===== src/rtl/adder_seq_pkg.sv =====
// Shared definitions for the byte-serial adder sequencer and its arbiter.
// Provides the FSM state encodings, the slice width, the requester count and the overflow helper.
package adder_seq_pkg;

    localparam int BYTE_W = 8;
    localparam int NREQ   = 2;

    localparam logic [1:0] ST_IDLE = 2'd0;
    localparam logic [1:0] ST_RUN  = 2'd1;
    localparam logic [1:0] ST_DONE = 2'd2;

    // Two's-complement overflow: carry into the MSB differs from carry out of it.
    function automatic logic sgn_ovf(input logic c_into_msb, input logic c_out_msb);
        return c_into_msb ^ c_out_msb;
    endfunction

endpackage


===== src/rtl/adder_share_seq_arb.sv =====
// Two-way round-robin arbiter. The pointer moves to the loser whenever a grant is issued.
// en_i restricts arbitration to the window in which the sequencer can accept work.
module rr_arb2
    import adder_seq_pkg::*;
(
    input  logic            clk,
    input  logic            rst,
    input  logic [NREQ-1:0] req_i,
    input  logic            en_i,
    output logic [NREQ-1:0] gnt_o,
    output logic            gnt_idx_o
);

    logic ptr_q;
    logic ptr_d;
    logic idx;
    logic fire;

    always_comb begin
        idx = 1'b0;
        if (req_i[0] && req_i[1]) begin
            idx = ptr_q;
        end else if (req_i[1]) begin
            idx = 1'b1;
        end
        fire       = en_i && (|req_i);
        gnt_o      = '0;
        gnt_o[idx] = fire;
        gnt_idx_o  = idx;
        // Grant is always taken because ready is the grant itself.
        ptr_d      = fire ? ~idx : ptr_q;
    end

    always_ff @(posedge clk or posedge rst) begin
        if (rst) begin
            ptr_q <= 1'b0;
        end else begin
            ptr_q <= ptr_d;
        end
    end

endmodule


===== src/rtl/adder_share_seq.sv =====
// Time-shares one combinational 8-bit adder between two requesters for NBYTES-wide adds.
// Slices are fed LSB first, one per cycle, with the carry chained through a register.
module adder_share_seq
    import adder_seq_pkg::*;
#(
    parameter int NBYTES = 4
) (
    input  logic                       clk,
    input  logic                       rst,
    input  logic [NREQ-1:0]            req_valid,
    output logic [NREQ-1:0]            req_ready,
    input  logic [NREQ*BYTE_W*NBYTES-1:0] req_a,
    input  logic [NREQ*BYTE_W*NBYTES-1:0] req_b,
    input  logic [NREQ-1:0]            req_cin,
    output logic                       rsp_valid,
    input  logic                       rsp_ready,
    output logic                       rsp_id,
    output logic [BYTE_W*NBYTES-1:0]   rsp_sum,
    output logic                       rsp_cout,
    output logic                       rsp_ovf,
    output logic [BYTE_W-1:0]          add_a,
    output logic [BYTE_W-1:0]          add_b,
    output logic                       add_cin,
    input  logic [BYTE_W-1:0]          add_sum,
    input  logic                       add_cout,
    input  logic                       add_c6,
    output logic                       busy
);

    localparam int W  = BYTE_W * NBYTES;
    localparam int KW = (NBYTES > 1) ? $clog2(NBYTES) : 1;
    localparam logic [KW-1:0] K_LAST = KW'(NBYTES - 1);

    logic [1:0]      state_q, state_d;
    logic [W-1:0]    a_q, a_d, b_q, b_d, sum_q, sum_d;
    logic [KW-1:0]   k_q, k_d;
    logic            carry_q, carry_d;
    logic            id_q, id_d;
    logic            cout_q, cout_d;
    logic            ovf_q, ovf_d;
    logic [NREQ-1:0] gnt;
    logic            gnt_idx;
    logic            arb_en;
    logic            accept;

    // Holding off arbitration during reset keeps req_ready low while rst is high.
    assign arb_en = (state_q == ST_IDLE) && !rst;

    rr_arb2 u_arb (
        .clk       (clk),
        .rst       (rst),
        .req_i     (req_valid),
        .en_i      (arb_en),
        .gnt_o     (gnt),
        .gnt_idx_o (gnt_idx)
    );

    assign req_ready = gnt;
    assign accept    = |(req_valid & gnt);
    assign rsp_valid = (state_q == ST_DONE);
    assign busy      = (state_q != ST_IDLE);
    assign rsp_id    = id_q;
    assign rsp_sum   = sum_q;
    assign rsp_cout  = cout_q;
    assign rsp_ovf   = ovf_q;

    always_comb begin
        state_d = state_q;
        a_d     = a_q;
        b_d     = b_q;
        sum_d   = sum_q;
        k_d     = k_q;
        carry_d = carry_q;
        id_d    = id_q;
        cout_d  = cout_q;
        ovf_d   = ovf_q;
        add_a   = '0;
        add_b   = '0;
        add_cin = 1'b0;
        unique case (state_q)
            ST_IDLE: begin
                if (accept) begin
                    a_d     = gnt_idx ? req_a[W +: W] : req_a[0 +: W];
                    b_d     = gnt_idx ? req_b[W +: W] : req_b[0 +: W];
                    carry_d = req_cin[gnt_idx];
                    id_d    = gnt_idx;
                    k_d     = '0;
                    state_d = ST_RUN;
                end
            end
            ST_RUN: begin
                add_a   = a_q[int'(k_q)*BYTE_W +: BYTE_W];
                add_b   = b_q[int'(k_q)*BYTE_W +: BYTE_W];
                add_cin = carry_q;
                sum_d[int'(k_q)*BYTE_W +: BYTE_W] = add_sum;
                carry_d = add_cout;
                k_d     = k_q + KW'(1);
                if (k_q == K_LAST) begin
                    cout_d  = add_cout;
                    ovf_d   = sgn_ovf(add_c6, add_cout);
                    state_d = ST_DONE;
                end
            end
            ST_DONE: begin
                if (rsp_ready) begin
                    state_d = ST_IDLE;
                end
            end
            default: state_d = ST_IDLE;
        endcase
    end

    always_ff @(posedge clk or posedge rst) begin
        if (rst) begin
            state_q <= ST_IDLE;
            a_q     <= '0;
            b_q     <= '0;
            sum_q   <= '0;
            k_q     <= '0;
            carry_q <= 1'b0;
            id_q    <= 1'b0;
            cout_q  <= 1'b0;
            ovf_q   <= 1'b0;
        end else begin
            state_q <= state_d;
            a_q     <= a_d;
            b_q     <= b_d;
            sum_q   <= sum_d;
            k_q     <= k_d;
            carry_q <= carry_d;
            id_q    <= id_d;
            cout_q  <= cout_d;
            ovf_q   <= ovf_d;
        end
    end

endmodule


===== config.mk =====
export PLATFORM = sky130hd
export DESIGN_NAME = adder_share_seq
export DESIGN_NICKNAME = d
export VERILOG_FILES = /design/src/rtl/adder_seq_pkg.sv /design/src/rtl/adder_share_seq_arb.sv /design/src/rtl/adder_share_seq.sv
export SDC_FILE = /design/constraint.sdc
export NUM_CORES = 1
export LEC_CHECK = 0
export CORE_MARGIN = 2
export CORE_UTILIZATION = 40
export DETAILED_ROUTE_END_ITERATION = 6
export PLACE_DENSITY_LB_ADDON = 0.2
export SYNTH_ARGS = -nofsm -noshare
export SYNTH_HDL_FRONTEND = slang
export SYNTH_SLANG_ARGS = --single-unit

===== constraint.sdc =====
create_clock -name clk -period 3.7 [get_ports clk]
set_input_delay 0.74 -clock clk [delete_from_list [all_inputs] [get_ports clk]]
set_output_delay 0.74 -clock clk [all_outputs]
set_load 0.1 [all_outputs]

==> flow_metrics.py <==
metrics = {
    "setup_path": {
        "crit_arrival_ns": 2.21,
        "cp_slowest_stage_delay_ns": 0.87,
        "crit_path_end_kind": "output pin",
        "r2r_slack_ns": 1.29,
        "crit_type": "reg2out",
        "crit_required_ns": 2.96,
        "startpoint_type": "flop",
        "cp_max_fo": 17,
        "crit_path_top_delay_cell": "dfrtp_1",
        "crit_chain": "mux4_2 > and2_1 > buf_12",
    },
    "cells_and_area": {
        "antennaDiodeCount": 0,
        "drive_gt1_share_pct": 13.1,
        "syn2layout_area_growth_pct": 51.7,
        "fin_nets": 725,
    },
    "power": {
        "max-vdd-ir-drop_v": 0.000494,
        "p_per_area_nw_per_um2": 981,
        "p_clk_share_pct": 12.1,
        "power.total_mw": 7.52,
        "power_frac_comb_pct": 61.7,
        "power.internal_mw": 3.87,
        "p_seq_share_pct": 26.2,
        "p_switching_mw": 3.65,
        "p_sw_share_pct": 48.5,
        "leakagePower_nw": 3.20,
    },
    "sta": {
        "final_max_slew_viol_count": 0,
        "fin_tns_setup_ns": 0,
        "fin_skew_ns": 0.00652,
        "rsz0062_at_grt": "false",
        "slew_headroom_pct": 33.2,
        "finalSetupViolCount": 0,
        "tightest_slew_ns": 0.998,
        "min_period_ns": 2.95,
        "setup_slack_ns": 0.750,
        "finalCritPeriodShare_pct": 79.7,
        "hold_viol": 0,
        "max_freq_ghz": 0.339,
    },
    "global_route": {
        "grt_pass1_wl_um": 23200,
        "grt_pass1_vias": 4318,
        "grt.total_usage_pct": 22.6,
        "grt_overflow": 0,
        "antenna_found_initial": 0,
        "grt_max_degree": 69,
    },
    "synth": {
        "ys_types": 32,
        "synth-edff-count": 0,
        "synthCells": 389,
        "ys_ff_latch": 105,
        "syn_nets": 540,
        "async_reset_ff_share_pct": 100,
        "yosys_warnings": 0,
        "synth_flop_cell": "dfrtp_1",
        "netlist_area_um2": 5050,
        "syn_avg_cell_area_um2": 13.0,
        "ys_seq_area_share_pct": 52.0,
    },
    "place": {
        "dp_hpwl_um": 10700,
        "routabilityCongestion": 0.854,
        "pre_cts_slack_ns": 0.747,
        "io_buffers": 200,
    },
    "clock_tree": {
        "root_buffer": "clkbuf_16",
        "htreeDepth": 3,
        "cts_inserted_buffers": 9,
        "clkLatencyLatePin_ns": 0.35,
        "cts_buffer_depth": 2,
        "cts_setup_buffers": 0,
        "cts_hold_buf": 0,
        "clock-sinks": 105,
        "cts_tree": "done",
        "clk_pin_slew_worst_paths_ns": 0.07,
        "cts_resized": 0,
    },
    "run": {
        "drv_cap": 0,
    },
    "routing": {
        "antenna_left": 0,
        "drc": 0,
        "drt_iter0_drc": 396,
        "routedWlPerCell_um": 20.0,
        "firstDrtPassIters": 5,
        "viasPerCell": 5.67,
        "routed_wl_um": 15000,
        "vias": 4260,
    },
    "die": {
        "die_h_um": 116,
        "die_area_um2": 13500,
        "ioPinCount": 201,
        "die_w_um": 116,
        "initial_core_util_pct": 40.5,
        "core_area_um2": 12500,
        "rows": 41,
    },
    "outcome": {
        "outcome": "complete, no violations",
    },
    "worst_hold_path": {
        "min_path_type": "reg2reg",
    },
}
[placed cells by master, fill, tap and decap left out, types with 2 or more instances in the layout]
| cell type | n |
|---|---|
| a221o_1 | 64 |
| clkbuf_16 | 9 |
| buf_12 | 20 |
| o211ai_1 | 2 |
| a21oi_1 | 2 |
| dfrtp_1 | 105 |
| inv_1 | 6 |
| mux4_2 | 16 |
| and2_1 | 17 |
| mux2_2 | 2 |
| clkdlybuf4s50_1 | 179 |
| ha_1 | 6 |
| a22o_1 | 32 |
| clkinvlp_4 | 2 |
| clkinv_2 | 2 |
| nand2_1 | 12 |
| o21a_1 | 64 |
| o21ai_0 | 4 |
| buf_4 | 12 |
| nand2b_1 | 2 |
| nor4_2 | 2 |
[registers in the layout, summed over array words and instances, names as in the netlist, 2 cells and up]
name	flops
a_q	32
b_q	32
rsp_sum	32
k_q	2
state_q	2
[synth_stat cells (5+ instances only)]
library cell    n  area, µm²
a221o_1        64        641
inv_1           7       26.3
dfrtp_1       105       2630
mux4_2         16        360
nand2_1        12       45.0
o21a_1         64        480
clkbuf_1       20       75.1
and2_1         17        106
a22o_1         32        280
ha_1            6       75.1
buf_4           5       37.5
buf_2           6       30.0
[critical path: cells and delay by family (launching register included)]
kind,cells,cell delay (ns)
muxes,1,0.59
DFF,1,0.87
buffers and inverters,1,0.18
and+or+nand+nor,1,0.22
[area by class of cell]
type	count	area, µm²
flip-flops and latches	105	2630
repair buffers	211	2280
well taps	172	215
clock inverters	6	42.5
clock buffers	10	239
inverters	7	28.8
fillers	1002	4800
multi-input cells	240	2230
[through the flow]
stage / cell area, µm² / utilization [%] / hold slack [ns] / std cells
2_1_floorplan: 5050 / - / 0.508 / 389
3_3_place_gp: 7380 / 59.2 / 0.487 / 735
3_5_place_dp: 7380 / 59.2 / 0.496 / 735
4_1_cts: 7660 / 61.5 / 0.511 / 751
5_1_grt: 7660 / 61.5 / 0.524 / 751
6_report: 7660 / 61.5 / 0.505 / 751
[cells by family (layout without fill, tap and decap cells)]
group | count (synthesis) | in the layout | share of synthesized area (%)
xor+xnor | 1 | 1 | 0.173
compound gates | 171 | 171 | 29.2
fa+ha+maj | 6 | 6 | 1.49
simple gates | 44 | 44 | 5.33
mux | 18 | 18 | 7.58
buf+inv | 44 | 234 | 4.24
flops | 105 | 105 | 52.0
[worst paths after layout]
check | cells past startpoint | to | startpoint
max | 3 | add_a[6] | k_q[1]
min | 1 | rsp_sum[23] | rsp_sum[23]
max reg2reg | 5 | rsp_sum[8] | k_q[1]
min reg2reg | 1 | rsp_sum[23] | rsp_sum[23]
max in group asynchronous | 3 | a_q[2] | rst
min in group asynchronous | 2 | a_q[16] | rst
[power by group through the flow]
stage / clock (mW) / combinational [mW] / sequential, mW
3_5_place_dp: 0 / 4.66 / 1.99
3_3_place_gp: 0 / 4.58 / 1.97
6_report: 0.913 / 4.64 / 1.97
4_1_cts: 0.933 / 4.66 / 1.97
5_1_grt: 0.989 / 4.84 / 2.02
2_1_floorplan: 0 / 2.51 / 2.73
[routing by layer]
metal  wire length [µm]  track usage [%]  vias up
li1                   -                -     1913
met1               6170             30.0     2143
met2               7620             37.4      184
met3                946             4.05       20
met4                292             8.10        0
met5                  0                0        -
Power figures use the tool's default switching activity.
==> variant 1 (config.mk and constraints unchanged) <==
Set the parameter `NBYTES` to 8 (it was 4).
--- a/src/rtl/adder_share_seq.sv
+++ b/src/rtl/adder_share_seq.sv
@@ -4,5 +4,5 @@
     import adder_seq_pkg::*;
 #(
-    parameter int NBYTES = 4
+    parameter int NBYTES = 8
 ) (
     input  logic                       clk,
Ports: changed (resized req_a, req_b and rsp_sum); port bits go from 201 to 361. No check against the original RTL was run, so the function may have changed too.
==> variant 1 against the original RTL <==
- synthesized area rose by 100%
- wire length rose by 120%
- final area rose by 91%
- sequential cell count rose by 97
- sequential share of layout area rose by 0.30 points
- combinational power rose by 76%
- power rose by 89%
- hold slack got worse by 0.016 ns
- fmax fell by 8.7%
- worst setup slack got worse by 0.28 ns
- critical endpoint is now add_a[5]
==> variant 1: results (changes against the original RTL) <==
max-clock-path-buffers: 3  # +1
clock-root-buffer: "clkbuf_16"
synth_cell_types: 42  # +31%
nNetsFinal: 1416  # +95%
crit_path_max_fanout: 19  # +2
cpPeakStageDelay_ns: 0.62  # -0.25 ns
post_cts_buffers: 0  # unchanged
grt_pass1_vias: 8709  # +100%
hold_class: "register to register"
grt_max_degree: 131  # +90%
worst_path_max_delay_cell: "dfrtp_4"
synth.net_count: 1101  # +100%
skew_ns: 0.0108  # +0.00433 ns
grt_pass1_wl_mm: 50.7  # +120%
wl_per_cell_um: 22.4  # +12%
ys_seq_area_frac: 0.499  # -0.0214
numCtsBuffers: 23  # +14
worst_ir_drop_vdd_uv: 737  # +49%
track_usage: 0.245  # +0.0189
async_flop_share: 1.00  # unchanged
clk_latency_ns: 0.50  # +0.15 ns
place_ws_ns: 0.910  # +0.164 ns
synthTopCellsByArea: "dfrtp_1 (50%), a221o_1 (13%), a21boi_0 (9.4%)"
slew_headroom: 0.307  # -0.0255
yosysWarnings: 0  # unchanged
firstDrtPassIters: 5  # unchanged
n_antenna_cell: 0  # unchanged
arrival_ns: 2.49  # +0.28 ns
synth_common_cells: "dfrtp_1 (202), a221o_1 (128), a21boi_0 (127)"
gp_congestion: 0.796  # -6.7%
max-cap-violations: 0  # unchanged
antenna_found_initial: 1  # +1
outcome: "complete, no violations"
io_buffers: 360  # +80%
dpl_cell_area_um2: 13900  # +88%
drt_iter0_markers: 547  # +38%
synth_most_common_cell: "dfrtp_1"
layout-drive-gt1-share: 0.142  # +0.0112
dp_hpwl_mm: 23.5  # +120%
viasPerCell: 5.66  # -0.20%
power.leakage_uw: 0.00619  # +93%
h-tree-depth: 1  # -2
clkTransAtPathRegs_ns: 0.06
post_cts_resized: 0  # unchanged
## variant 1: cell types whose count changed after synthesis, moves of 12 or more
cell / unedited run / this run
mux2i_1: 0 / 52
mux4_2: 16 / 0
buf_2: 6 / 33
a221o_1: 64 / 128
mux2_2: 2 / 76
a21boi_0: 0 / 127
a22o_1: 32 / 0
clkbuf_1: 20 / 32
o22ai_1: 0 / 32
o21a_1: 64 / 11
dfrtp_1: 105 / 202
## variant 1: cells by family (layout without fill, tap and decap cells)
| kind of cell | count (synthesis) | count (layout) | synth area share |
|---|---|---|---|
| multiplexers | 130 | 130 | 0.138 |
| AO/OA/AOI/OAI | 310 | 310 | 0.257 |
| AND/OR/NAND/NOR | 76 | 76 | 0.0505 |
| buffers and inverters | 97 | 426 | 0.0474 |
| adder cells (fa/ha/maj) | 6 | 6 | 0.00741 |
| flip-flops | 202 | 202 | 0.499 |
| XOR/XNOR | 1 | 1 | 0.000864 |
## variant 1: layer usage
metal | up-vias | GRT usage | wire length [µm]
met2 | 377 | 0.406 | 16000
li1 | 3820 | - | -
met3 | 64 | 0.0470 | 2350
met5 | - | 0 | 13
met1 | 4121 | 0.324 | 13700
met4 | 2 | 0.0764 | 1060
## variant 1: layout make-up
cell class | count | area (µm²)
multi-input combinational | 523 | 4640
tap | 330 | 413
clock inverter | 8 | 90.1
sequential | 202 | 5060
fill | 2116 | 10400
clock buffer | 31 | 646
inverter | 14 | 56.3
timing repair buffer | 373 | 3720
## variant 1: per-stage QoR
step	util	total power (µW)	std cells	hold WS, ns
global route	0.584	14900	1481	0.520
CTS	0.584	14300	1481	0.493
finish	0.584	14200	1481	0.488
floorplan	-	9890	822	0.464
global placement	0.555	11900	1442	0.466
detailed placement	0.555	12000	1442	0.480
## variant 1: report_power, final
| part | switching (µW) | internal [µW] |
|---|---|---|
| Sequential | 630 | 3170 |
| Combinational | 5400 | 2780 |
| Clock | 901 | 1350 |
## variant 1: final timing paths
check | start | endpoint | slack (ns) | depth (start not counted)
hold reg to reg | rsp_sum[44] | rsp_sum[44] | 0.49 | 1
setup / recovery | k_q[0] | add_a[5] | 0.47 | 5
setup reg to reg | k_q[0] | rsp_sum[4] | 1.01 | 6
min in group asynchronous | rst | state_q[0] | 0.90 | 3
max in group asynchronous | rst | a_q[54] | 2.05 | 3
hold / removal | rsp_sum[44] | rsp_sum[44] | 0.49 | 1
## variant 1: worst max-delay path, delay by kind of cell (launching register included)
kind	cells	cell delay, ns
flip-flops	1	0.62
buffers and inverters	2	0.62
AO/OA/AOI/OAI	2	0.41
multiplexers	1	0.32
==> variant 2 (same settings) <==
Made on the original files. Take the reset off `a_q`, `b_q` and `sum_q` and load them in a clocked block of their own.
--- a/src/rtl/adder_share_seq.sv
+++ b/src/rtl/adder_share_seq.sv
@@ -114,7 +114,4 @@
         if (rst) begin
             state_q <= ST_IDLE;
-            a_q     <= '0;
-            b_q     <= '0;
-            sum_q   <= '0;
             k_q     <= '0;
             carry_q <= 1'b0;
@@ -124,7 +121,4 @@
         end else begin
             state_q <= state_d;
-            a_q     <= a_d;
-            b_q     <= b_d;
-            sum_q   <= sum_d;
             k_q     <= k_d;
             carry_q <= carry_d;
@@ -135,4 +129,10 @@
     end
 
+    always_ff @(posedge clk) begin
+        a_q   <= a_d;
+        b_q   <= b_d;
+        sum_q <= sum_d;
+    end
+
 endmodule
 
Behaviour: differs if rst is asserted again (counterexample within 4 cycles, from zero or initial values and one cycle with rst high); with rst held inactive, the same outputs for 10 cycles.
==> variant 2 against the original RTL <==
- sequential share of layout area increased by 6.6 points
- final area decreased by 0.78%
- count of clock-buffer cells in the layout unchanged
- wire length decreased by 26%
- final cell count decreased by 9.7%
- combinational power decreased by 20%
- clock power increased by 15%
- synthesized area decreased by 1.9%
- sequential cell count unchanged
- clock skew decreased by 0.0010 ns
- synthesized cell count decreased by 22%
- power decreased by 13%
- worst setup slack got worse by 0.029 ns
- hold slack improved by 0.0088 ns
- critical endpoint is now req_ready[0]
==> variant 2: results (changes against the original RTL) <==
grt_pass1_vias: 3441  # -20%
skew_ns: 0.00550  # -0.00102 ns
route.met3.wl_um: 896  # -5.3%
synth-compound-area-share: 0.0172  # -0.275
drt_iter0_markers: 138  # -65%
post_cts_resized: 0  # unchanged
synth_common_cells: "edfxtp_1 (96), mux2_2 (66), and2_1 (29)"
synthAdderAreaFrac: 0.0151  # +0.000281
async_flop_share: 0.0857  # -0.914
power.leakage_uw: 0.00270  # -16%
clk_latency_ns: 0.33  # -0.02 ns
h-tree-depth: 3  # unchanged
firstDrtPassIters: 4  # -1
synth_edf_count: 96  # +96
grt.met3_usage: 0.0501  # +0.00960
crit_path_max_fanout: 5  # -12
grt_pass1_wl_mm: 17.1  # -26%
wl_met2_mm: 5.78  # -24%
drt-met1-wl_mm: 4.26  # -31%
numCtsBuffers: 9  # unchanged
r2r_setup_slack_ns: 1.40  # +0.11 ns
outcome: "complete, no violations"
gp_congestion: 0.797  # -6.6%
wirelength_mm: 11.1  # -26%
arrival_ns: 2.24  # +0.03 ns
dp_cells: 663  # -9.8%
synth_cell_types: 31  # -3.1%
grt_use_met2: 0.304  # -0.0699
track_usage: 0.171  # -0.0545
synth.area.mux_share: 0.226  # +0.150
layout-drive-gt1-share: 0.253  # +0.122
synth.net_count: 456  # -16%
synth_xor_xnor_area_share: 0.00177  # +0.0000328
synthTopCellsByArea: "edfxtp_1 (58%), mux2_2 (15%), mux4_2 (7.3%)"
slew_headroom: 0.323  # -0.00932
met1_usage: 0.199  # -0.101
viasPerCell: 4.74  # -16%
stdcell_count: 678  # -9.7%
dp_hpwl_mm: 8.47  # -21%
ys_seq_area_frac: 0.627  # +0.107
syn_area_per_cell_um2: 16.3  # +25%
worst_ir_drop_vdd_uv: 320  # -35%
synthFlopType: "edfxtp_1"
n_antenna_cell: 0  # unchanged
## variant 2: cell type report
cell class / instances / area, µm²
Fill cell: 927 / 4460
Sequential cell: 105 / 3110
Timing Repair Buffer: 205 / 2210
Multi-Input combinational cell: 181 / 1720
Clock buffer: 10 / 229
Tap cell: 168 / 210
Clock inverter: 5 / 105
Inverter: 4 / 17.5
## variant 2: final timing paths
check / from / end / cells past startpoint
max reg2reg: k_q[1] / rsp_sum[2] / 4
max in group asynchronous: rst / k_q[0] / 2
max: req_valid[1] / req_ready[0] / 5
min in group asynchronous: rst / rsp_id / 2
min reg2reg: rsp_cout / rsp_cout / 1
min: rsp_cout / rsp_cout / 1
## variant 2: through the flow
| step | setup slack (ns) | power, µW | cell area, µm² | hold slack, ns |
|---|---|---|---|---|
| floorplan | 0.269 | 4430 | 4960 | 0.443 |
| global placement | 0.781 | 5510 | 7270 | 0.491 |
| detailed placement | 0.744 | 5550 | 7270 | 0.497 |
| CTS | 0.722 | 6610 | 7600 | 0.521 |
| global route | 0.661 | 6810 | 7600 | 0.540 |
| finish | 0.721 | 6540 | 7600 | 0.513 |
## variant 2: cells by family after synthesis
kind of cell	count (synthesis)
AO/OA/AOI/OAI	12
adder cells (fa/ha/maj)	6
AND/OR/NAND/NOR	79
flip-flops	105
buffers and inverters	19
XOR/XNOR	1
multiplexers	83
## variant 2: where the power goes
| part | internal (µW) | leakage [µW] | switching, µW | total [µW] |
|---|---|---|---|---|
| combinational | 1230 | 0.00155 | 2480 | 3710 |
| sequential | 1670 | 0.00100 | 109 | 1780 |
| clock | 657 | 0.000155 | 395 | 1050 |
## variant 2: worst max-delay path, stage by stage
cell and delay, ns:
clkdlybuf4s50_1 0.56, o21bai_1 0.17, or2_4 0.31, a21oi_1 0.23
buf_12 0.21
